**config.mk**
```make
export PLATFORM = sky130hd
export DESIGN_NAME = unit_hazard
export DESIGN_NICKNAME = d
export VERILOG_FILES = /design/src/rtl/unit_hazard.sv
export SDC_FILE = /design/constraint.sdc
export NUM_CORES = 1
export LEC_CHECK = 0
export CAP_MARGIN = 20
export CORE_UTILIZATION = 51
export DETAILED_ROUTE_END_ITERATION = 12
export PLACE_DENSITY = 0.82
export SYNTH_ARGS = -nofsm -noshare
export SYNTH_HDL_FRONTEND = slang
export SYNTH_SLANG_ARGS = --single-unit
```
**constraint.sdc**
```tcl
create_clock -name clk -period 5.8 [get_ports clk]
set_input_delay 1.74 -clock clk [delete_from_list [all_inputs] [get_ports clk]]
set_output_delay 1.74 -clock clk [all_outputs]
set_load 0.02 [all_outputs]
```
**src/rtl/unit_hazard.sv**
```systemverilog
// Hazard/stall controller for the 5-stage MIPS pipeline: load-use, ID-branch
// operand and MUL/DIV HI/LO hazards, plus a saturating stall-cycle counter.
module unit_hazard #(
    parameter int MULDIV_LATENCY = 4,
    parameter int STALL_CNT_W    = 32
) (
    input  logic                   clk,
    input  logic                   rst,
    input  logic [4:0]             IFID_RegisterRs,
    input  logic [4:0]             IFID_RegisterRt,
    input  logic                   IFID_ReadsRt,
    input  logic                   IFID_Branch,
    input  logic                   IFID_BranchTaken,
    input  logic                   IFID_ReadsHiLo,
    input  logic                   IFID_MulDivStart,
    input  logic                   IDEX_MemRead,
    input  logic                   IDEX_RegWrite,
    input  logic [4:0]             IDEX_RegisterRd,
    input  logic                   EXMEM_MemRead,
    input  logic [4:0]             EXMEM_RegisterRd,
    output logic                   PC_Write,
    output logic                   IFID_Write,
    output logic                   IDEX_Bubble,
    output logic                   IFID_Flush,
    output logic                   MulDiv_Busy,
    output logic [STALL_CNT_W-1:0] Stall_Count
);

    typedef enum logic {IDLE, BUSY} state_t;

    state_t     state;
    logic [3:0] cnt;

    logic src_ex;
    logic src_mem;
    logic load_use;
    logic br_ex;
    logic br_mem;
    logic md_stall;
    logic stall;

    assign src_ex = (IDEX_RegisterRd != 5'd0) &&
                    ((IDEX_RegisterRd == IFID_RegisterRs) ||
                     (IFID_ReadsRt && (IDEX_RegisterRd == IFID_RegisterRt)));

    assign src_mem = (EXMEM_RegisterRd != 5'd0) &&
                     ((EXMEM_RegisterRd == IFID_RegisterRs) ||
                      (IFID_ReadsRt && (EXMEM_RegisterRd == IFID_RegisterRt)));

    assign load_use = IDEX_MemRead && src_ex;
    assign br_ex    = IFID_Branch && IDEX_RegWrite && src_ex;
    assign br_mem   = IFID_Branch && EXMEM_MemRead && src_mem;
    assign md_stall = MulDiv_Busy && (IFID_ReadsHiLo || IFID_MulDivStart);
    assign stall    = load_use | br_ex | br_mem | md_stall;

    // Reset holds the front end and clears IF/ID and ID/EX every cycle.
    assign PC_Write    = !rst && !stall;
    assign IFID_Write  = !rst && !stall;
    assign IDEX_Bubble = rst || stall;
    assign IFID_Flush  = rst || (IFID_BranchTaken && !stall);

    assign MulDiv_Busy = (state == BUSY);

    always_ff @(posedge clk) begin
        if (rst) begin
            state <= IDLE;
            cnt   <= 4'd0;
        end else begin
            unique case (state)
                IDLE: begin
                    if (IFID_MulDivStart && !stall) begin
                        state <= BUSY;
                        cnt   <= 4'(MULDIV_LATENCY - 1);
                    end
                end
                BUSY: begin
                    if (cnt == 4'd1) begin
                        state <= IDLE;
                        cnt   <= 4'd0;
                    end else begin
                        cnt <= cnt - 4'd1;
                    end
                end
                default: begin
                    state <= IDLE;
                    cnt   <= 4'd0;
                end
            endcase
        end
    end

    always_ff @(posedge clk) begin
        if (rst) begin
            Stall_Count <= '0;
        end else if (stall && (Stall_Count != {STALL_CNT_W{1'b1}})) begin
            Stall_Count <= Stall_Count + {{(STALL_CNT_W-1){1'b0}}, 1'b1};
        end
    end

endmodule

```
* Word level (Yosys, flattened, before mapping) *
Index checks and enable logic that the tools add are counted.
Widths: inputs -> output; s select.

operators by class
  add/subtract/negate cells = 2
  $mul = 0
  divide/modulo/power cells = 0
  magnitude comparators = 0
  equality and inequality tests = 7
  shift operators = 0
  muxes and demuxes = 6
  bitwise operators = 4
  reduce and logical (&&, ||, !) cells = 23

operator list
  operator               number
  $add 32x1->32 const B  1
  $ne 32x32->1 const B   1
  $eq 5x5->1             4
  $logic_and 1x1->1      14
  $reduce_bool 5->1      2
  $mux 4                 2
  $pmux 4 s2             1
  $logic_or 1x1->1       5
  $eq 4x1->1 const B     1
  $sub 4x1->4 const B    1
  $or 1x1->1             3
  $logic_not 1->1        2
  $mux 1                 2
  $ne 2x2->1 const B     1
  $pmux 1 s2             1
  $not 1->1              1

word-level totals
  flip-flop bits (word level) = 37
  latch bits = 0
  memory bits (writable) = 0
  ROM bits = 0
  input port bits = 30
  output and inout port bits = 37
  logic and storage cells = 45
  memories kept = 0

* Depth between registers and ports, before layout *
Gate-level depths: netlist (run 1).

  depth after elaboration = 12
  depth in mapped cells = 9
  mapped depth without buffers = 7

* Least setup slack after synthesis (run 1) *
No wires, ideal clock.

  path type = input to output
  start = in EXMEM_RegisterRd[0]
  end = out PC_Write
  data arrival time = 3.588 ns
  required time = 4.060 ns
  slack = 0.472 ns
  stages on the path = 7
  buffers on the path = 2
  cell sequence = or3_1 o311a_1 a221oi_4 buf_2 nand2b_1 inv_1 buf_4

between the ends
  word-level cells in the longest chain between the ends = 9
  elaborated cells between the ends (all ways) = 11
  those cells by class = 2 x eq/ne; 2 x bitwise; 7 x reduce/logical

ends and longest elaborated chain
  item                        line  source
  start, declared             20    input logic [4:0] EXMEM_RegisterRd,
  $eq 5x5->1                  48    (IFID_ReadsRt && (EXMEM_RegisterRd == IFID_RegisterRt)));
  $logic_and 1x1->1           48
  $logic_or 1x1->1            47    ((EXMEM_RegisterRd == IFID_RegisterRs) ||
  $logic_and 1x1->1 *         46    assign src_mem = (EXMEM_RegisterRd != 5'd0) &&
  $logic_and 1x1->1 *         52    assign br_mem = IFID_Branch && EXMEM_MemRead && src_mem;
  $or 1x1->1 * (2 in series)  54    assign stall = load_use | br_ex | br_mem | md_stall;
  $logic_not 1->1 *           n/a
  $logic_and 1x1->1 *         n/a
  end, declared               21    output logic PC_Write,

Mark *: on every way between the ends. The rest lies on a longest branch, timed or not.

* Worst setup path in the final report (run 1) *
  start = in EXMEM_RegisterRd[1]
  end = out IFID_Flush

between the ends
  word-level cells in the longest chain between the ends = 10
  elaborated cells between the ends (all ways) = 12
  those cells by class = 2 x eq/ne; 2 x bitwise; 8 x reduce/logical

ends and longest elaborated chain
  item                        line  source
  $eq 5x5->1                  48
  $logic_and 1x1->1           48
  $logic_or 1x1->1            47
  $logic_and 1x1->1 *         46
  $logic_and 1x1->1 *         52
  $or 1x1->1 * (2 in series)  54
  $logic_not 1->1 *           60    assign IFID_Flush = rst || (IFID_BranchTaken && !stall);
  $logic_and 1x1->1 *         60
  $logic_or 1x1->1 *          60
  end, declared               24    output logic IFID_Flush,

Marked as above.

==> run summary, run 1 <==
The fraction of the yosys area taken by sequential cells came out at 32.91%. Yosys mapped a number of flops with a built-in enable equal to 0. The pre-CTS setup slack came out at 0.06582 ns. The standard cell core area came out at 0.004115 mm². The tree built by TritonCTS fans out to 37 sinks. The number of iterations in the first detailed-routing pass came out at 4. The final RePlAce weighted congestion is 0.7866. The source-to-sink clock delay at the later pin of the worst-skew pair is 0.30 ns. Setup repair after global routing left no endpoint under its margin. The die is 68.44 µm wide. The first-iteration detailed-routing DRC count is 113. The share of synthesized registers carrying an async set or reset is 0%.

In the layout the commonest cells are sky130_fd_sc_hd__clkdlybuf4s50_1 (64), sky130_fd_sc_hd__dfxtp_1 (37), sky130_fd_sc_hd__a21oi_1 (35). The number of antenna diodes in the final layout is 0. The die outline area is 0.004683 mm². Input and output buffers added on the ports amount to 66. The internal power of the cells came out at 0.4215 mW. In the routed layout, each cell is associated on average with a via count of 6.090. The most common cell after layout, fill and taps aside is sky130_fd_sc_hd__clkdlybuf4s50_1. The final critical delay including setup and external delays came out at 5.705 ns. The run finished with clean final reports. The post-route fraction of the period consumed by the critical path came out at 98.36%. The Yosys step of the flow raised 0 warnings. The endpoint required time on the critical path came out at 4.06 ns. The global-route wire length before repair is 9294 µm. In this run, placement finished with an instance count of 382. The signed area change from the synthesized netlist to the final layout came out at 34.52%. The highest attainable clock frequency is 0.1753 GHz. VDD sags by at most 0.1642 mV. STA classifies the critical path endpoint as an output pin. The power share of the combinational group came out at 18.4%. The fraction of final layout cells with drive strength greater than 1 came out at 6.176%. The kind of start point of the critical path is an input port.

The final route contains 2,375 vias. The data arrival at the endpoint of the critical path came out at 3.97 ns. The number of clock buffers added by TritonCTS is 5.

The number of synthesized register bits is 37. The worst slew slack as a fraction of its limit is 57.66%. The initial antenna violation count is 0. The largest buffer count on any clock path is 2. The worst path meets setup with 0.09500 ns of slack. The switching power as a share of total power is 27.71%. The reported net switching power is 0.1615 mW. The biggest fanout along the worst timing path is 4. The analysis attributes to cell leakage a power of 0.9438 nW. The total global-route track usage is 26.42%.

The final number of max-transition violations came out at 0. After synthesis, the mean cell area works out to 8.126 µm². The initial cell density of the core came out at 54.70%.

The number of global-route vias before repair is 2,007. In this run the power density over the cells is 192.5 mW/mm². In this run the worst hold path is classified as reg2reg.

The total detailed-routing wirelength is 5848 µm. The remaining global-route overflow is 0. The die span in y came out at 68.44 µm.

The number of violations of the max-capacitance limit is 0. The largest net degree at the start of global routing is 49. The fraction of power consumed by the clock network is 36.0%. The total negative slack is 0 ns.

The fraction of power consumed by sequential logic is 45.6%. After the last flow step, the layout net total stands at 372. The worst clock skew came out at 0.009912 ns. The critical path is of the in2out type. Dividing the detail-routed wire length by the instance count gives 14.99 µm. The tree is rooted in a sky130_fd_sc_hd__clkbuf_8. The site row count came out at 23. The distinct cell type count of the synthesized netlist came out at 38. The DRC violations left is 0.

67 I/O pins were placed. The CTS H-tree depth is 2. The final-report hold violation count came to 0. After technology mapping, the gate count stands at 277. The slew at the pin closest to its max-slew limit came out at 0.6351 ns. The clock edge transition at the registers on the reported setup and hold paths is 0.07 ns. The most used flip-flop cell after synthesis is sky130_fd_sc_hd__dfxtp_1. TritonCTS built the clock tree. The count of nets left with antenna violations once routing finished came out at 0. Detailed placement finished with a half-perimeter wire length of 4014 µm. The number of fill cells in the layout is 313. The cell area after synthesis is 0.002251 mm². The count of final setup violators came out at 0. The post-synth net total came out at 310. For this design, the CTS-stage hold fixing added 0 buffers. After the flow finishes, the layout carries non-filler instances totaling 390.
==> worst paths after layout <==
path	slack (ns)	to	cells past startpoint	start
hold reg to reg	0.50	cnt[3]	1	cnt[3]
setup reg to reg	3.33	Stall_Count[31]	6	Stall_Count[0]
setup / recovery	0.09	IFID_Flush	6	EXMEM_RegisterRd[1]
hold / removal	0.50	cnt[3]	1	cnt[3]
==> cell type report <==
class / count / area [µm²] / share of cell area (%)
well taps: 50 / 62.56 / 2.066
clock inverters: 1 / 8.758 / 0.2893
multi-input cells: 216 / 1379 / 45.54
clock buffers: 7 / 96.34 / 3.182
inverters: 6 / 22.52 / 0.7438
repair buffers: 73 / 718.2 / 23.72
flip-flops and latches: 37 / 740.7 / 24.46
==> flip-flops by register name (all words and copies together) (netlist names) <==
signal and flops:
MulDiv_Busy 1, Stall_Count 32, cnt 4
==> worst max-delay path: stages <==
cell                              delay, ns
sky130_fd_sc_hd__clkdlybuf4s50_1       0.43
sky130_fd_sc_hd__or3_1                 0.35
sky130_fd_sc_hd__o311a_1               0.35
sky130_fd_sc_hd__a221oi_4              0.34
sky130_fd_sc_hd__a21o_1                0.16
sky130_fd_sc_hd__clkdlybuf4s50_1       0.60
==> per-stage QoR <==
step | utilization, % | hold slack [ns] | total power [mW] | cell area, µm²
floorplan | - | 0.4493 | 0.3358 | 2251
global placement | 70.90 | 0.4853 | 0.3756 | 2918
detailed placement | 70.90 | 0.4795 | 0.3782 | 2918
CTS | 73.46 | 0.4917 | 0.5833 | 3023
global route | 73.58 | 0.5324 | 0.6076 | 3028
finish | 73.58 | 0.4957 | 0.5830 | 3028
==> cells in the mapped netlist (all sizes together) (5+ instances only) <==
library cell	number	area [µm²]
o21ai	18	90.09
or4	12	90.09
clkbuf	7	26.28
o31ai	12	90.09
nand3	14	70.07
buf	11	82.58
inv	6	22.52
or3	21	131.4
nor3	8	40.04
nor2	10	37.54
and4	5	48.80
nand2	12	45.04
nand2b	5	31.28
dfxtp	37	740.7
xnor2	20	175.2
nand4	17	106.4
a21oi	35	175.2
==> power groups by stage <==
stage               registers [mW]  clock network (mW)  logic [mW]
detailed placement           0.272                   0       0.106
global placement             0.272                   0       0.104
CTS                          0.266               0.210       0.108
finish                       0.266               0.210       0.107
floorplan                    0.273                   0      0.0632
global route                 0.267               0.223       0.117
==> what timing repair did <==
item / CTS / global route
setup endpoints to repair: 0 / 2
resized for setup: 0 / 2
buffers inserted: 0 / 0
==> kinds of logic (layout without fill, tap and decap cells) <==
family / Yosys count / count (layout) / share of synthesized area [%]
buffers and inverters: 24 / 87 / 5.837
XOR/XNOR: 20 / 20 / 7.782
flip-flops: 37 / 37 / 32.91
multiplexers: 2 / 2 / 1.334
AND/OR/NAND/NOR: 115 / 115 / 30.02
adder cells (fa/ha/maj): 3 / 3 / 1.668
AO/OA/AOI/OAI: 76 / 76 / 20.46
==> layer usage <==
metal / GRT usage [%] / vias up / wire [µm]
met1: 34.64 / 1116 / 2655
met4: 9.896 / 0 / 119
met2: 42.28 / 66 / 2683
met5: 0 / - / 0
met3: 5.333 / 12 / 390
li1: - / 1181 / -
No activity file was read; power rests on OpenSTA's default activity.
==> run 2: changes to the inputs <==
Settings changed: CORE_MARGIN set to 4.
==> run 2 against run 1 <==
Effect of this change:
- non-clock buffer count decreased by 1
- sequential power about the same
- largest cell class unchanged
- total power increased by 3.6%
- flip-flop and latch count unchanged
- register-to-register slack improved by 0.02 ns
- clock skew decreased by 0.0030 ns
- clock-buffer cell count unchanged
- cell count decreased by 0.26%
==> run summary, run 2 (same netlist as run 1, synthesis figures left out) <==
The final RePlAce weighted congestion came out at 0.9369 (was 0.7866). The kind of start point of the critical path is an input port (unchanged). The footprint of the multi-input gates came out at 0.001379 mm² (unchanged). The remaining global-route overflow came out at 0 (unchanged). The DRC violations left came out at 0 (unchanged).

The power share of the combinational group came to 17.5% (was 18.4%). The number of iterations in the first detailed-routing pass came out at 5 (was 4). The critical path's slowest cell was sky130_fd_sc_hd__clkdlybuf4s50_1 (unchanged). The highest attainable clock frequency is 0.1764 GHz (was 0.1753 GHz).

The register containing the most flip-flops in the final layout is Stall_Count (unchanged). The count of final setup violators is 0 (unchanged). The first-iteration detailed-routing DRC count came out at 134 (was 113). The final critical delay including setup and external delays was 5.668 ns (was 5.705 ns). The number of antenna-violating nets in the routed design came out at 0 (unchanged).

The kind of cell with the highest combined delay on the critical path was buffers and inverters (unchanged). Cell chain of the critical path: clkdlybuf4s50_1 -> or3_1 -> o311a_1 -> a221oi_4 -> nand2b_1 -> clkdlybuf4s50_1 (was clkdlybuf4s50_1 -> or3_1 -> o311a_1 -> a221oi_4 -> a21o_1 -> clkdlybuf4s50_1). The number of fill cells in the layout came out at 332 (was 313). The worst clock skew is 0.006903 ns (was 0.009912 ns). The number of nets in the layout came out at 371 (was 372).

The data arrival at the endpoint of the critical path was 3.93 ns (was 3.97 ns). The biggest fanout along the worst timing path is 4 (unchanged). The total negative slack was 0 ns (unchanged). The slew at the pin closest to its max-slew limit is 0.6515 ns (was 0.6351 ns). The internal power of the cells came out at 0.4507 mW (was 0.4215 mW). The most common cell after layout, fill and taps aside is sky130_fd_sc_hd__clkdlybuf4s50_1 (unchanged). The source-to-sink clock delay at the later pin of the worst-skew pair came to 0.29 ns (was 0.30 ns). The initial antenna violation count is 0 (unchanged). The vias per cell came out at 5.992 (was 6.090).

The site row count is 23 (unchanged). The flip-flop count of the largest register after layout was 32 (unchanged). The cell with the most instances on the worst path is sky130_fd_sc_hd__clkdlybuf4s50_1 (unchanged). The via total after detailed routing was 2,331 (was 2,375). The switching power as a share of total power is 25.35% (was 27.71%). Top library cells by usage in the layout, fill and taps aside: sky130_fd_sc_hd__clkdlybuf4s50_1 (63), sky130_fd_sc_hd__dfxtp_1 (37), sky130_fd_sc_hd__a21oi_1 (35) (was sky130_fd_sc_hd__clkdlybuf4s50_1 (64), sky130_fd_sc_hd__dfxtp_1 (37), sky130_fd_sc_hd__a21oi_1 (35)). The hold-critical path depth is 1 (unchanged). The post-cts hold buffer count is 0 (unchanged). The sort of element at the end of the critical path was an output pin (unchanged). The placed cell area is 0.002910 mm² (was 0.002918 mm²). The fraction of power consumed by the clock network is 38.5% (was 36.0%). The largest buffer count on any clock path came out at 2 (unchanged). The count of buffering cells on the critical path with inverters included was 2 (unchanged). The number of I/O port buffers is 66 (unchanged). The signed area change from the synthesized netlist to the final layout is 34.46% (was 34.52%). Setup repair after global routing missed its margin: no (unchanged). The fraction of final layout cells with drive strength greater than 1 is 5.605% (was 6.176%). The endpoint required time on the critical path is 4.06 ns (about the same). The register area is 740.7 µm² (unchanged).

The leakage power of the design is 0.9298 nW (was 0.9438 nW). The post-route cell area is 0.003027 mm² (was 0.003028 mm²). The number of gates on the worst path with buffers counted came out at 6 (unchanged). The fraction of power consumed by sequential logic is 44.0% (was 45.6%). The class of the tightest hold or removal check was reg2reg (unchanged).

The die width was 74.44 µm (was 68.44 µm). The largest net degree at the start of global routing came out at 40 (was 49). The total number of clock tree sinks came out at 37 (unchanged). The final number of max-transition violations came out at 0 (unchanged). The number of global-route vias before repair is 2,125 (was 2,007). The clock edge transition at the registers on the reported setup and hold paths was 0.07 ns (about the same). The number of violations of the max-capacitance limit came to 0 (unchanged).

The worst slew slack as a fraction of its limit is 56.57% (was 57.66%). The reported net switching power came to 0.1530 mW (was 0.1615 mW). The die span in y came to 74.44 µm (was 68.44 µm).

The routed wire length per instance is 15.27 µm (was 14.99 µm). The buffer count from post-CTS setup fixing was 0 (unchanged). The worst setup path category is in2out (unchanged). The global-route wire length before repair is 9508 µm (was 9294 µm). The CTS tree is done (unchanged). The total global-route track usage is 21.72% (was 26.42%). The initial cell density of the core was 54.32% (was 54.70%). The worst supply voltage drop on vdd is 0.1364 mV (was 0.1642 mV). Result of the run: complete, no violations (unchanged). The final worst hold slack is 0.4885 ns (was 0.4957 ns).

The delay of the slowest cell on the worst path came to 0.55 ns (was 0.60 ns). The standard cell core area is 0.004144 mm² (was 0.004115 mm²). The number of buffers created by CTS is 5 (unchanged). The die outline area came out at 0.005541 mm² (was 0.004683 mm²). The placed wire-length estimate is 4228 µm (was 4014 µm). The buffer cell driving the clock tree root was sky130_fd_sc_hd__clkbuf_8 (unchanged). The logic depth of the worst register-to-register path came out at 6 (unchanged). The total detailed-routing wirelength is 5939 µm (was 5848 µm). The final antenna diode count came out at 0 (unchanged).

The CTS H-tree depth is 2 (unchanged). The post-route fraction of the period consumed by the critical path was 97.72% (was 98.36%). The power per cell area is 199.5 mW/mm² (was 192.5 mW/mm²).

The final-report hold violation count is 0 (unchanged). The top-level port count is 67 (unchanged).
## run 2: worst paths after layout
| kind | slack, ns | end | start |
|---|---|---|---|
| worst max-delay path | 0.13 | IDEX_Bubble | EXMEM_RegisterRd[1] |
| worst min-delay path | 0.49 | cnt[3] | cnt[3] |
| worst max register to register | 3.35 | Stall_Count[27] | Stall_Count[0] |
| worst min register to register | 0.49 | cnt[3] | cnt[3] |
## run 2: layout make-up
type | count | area share, %
Timing Repair Buffer | 72 | 23.32
Clock inverter | 1 | 0.9921
Tap cell | 50 | 2.067
Sequential cell | 37 | 24.47
Multi-Input combinational cell | 216 | 45.56
Inverter | 6 | 0.7441
Clock buffer | 7 | 2.852
## run 2: stage by stage
stage               std cells  util [%]  setup slack, ns  total power [mW]
floorplan                 277         -           0.4723            0.3358
global placement          381     70.23          0.02007            0.3755
detailed placement        381     70.23         -0.01318            0.3771
CTS                       389     72.98          0.01840            0.6063
global route              389     73.04          0.02523            0.6252
finish                    389     73.04           0.1324            0.6037
## run 2: power by group through the flow
stage                     Sequential, mW  Combinational [mW]  Clock [mW]
after floorplan                    0.273              0.0632           0
after detailed placement           0.272               0.106           0
after global placement             0.272               0.104           0
after CTS                          0.266               0.106       0.235
final                              0.266               0.106       0.232
after global routing               0.267               0.115       0.243
## run 2: repair_timing
item                       CTS  global route
gates resized for setup      2             1
pin swaps                    0             0
setup endpoints to repair    2             1
## run 2: worst register-to-register path: cells and delay by family, from the launching register on
family,cells,cell delay (ns)
DFF,1,0.41
AOI/OAI and AO/OA,1,0.16
and+or+nand+nor,5,1.82
## run 2: metal layers
metal  GRT usage [%]  up-vias  part of all wire [%]
met5               0        -                     0
met4           6.719        0                   1.5
li1                -     1172                     -
met2           35.80       65                    46
met3           4.189        9                   5.7
met1           28.71     1085                    47
==> run 3: changes to the inputs <==
Settings changed: SLEW_MARGIN set to 20.
==> results of run 3 <==
The final DEF is identical to that of run 2; final timing and power are the same.
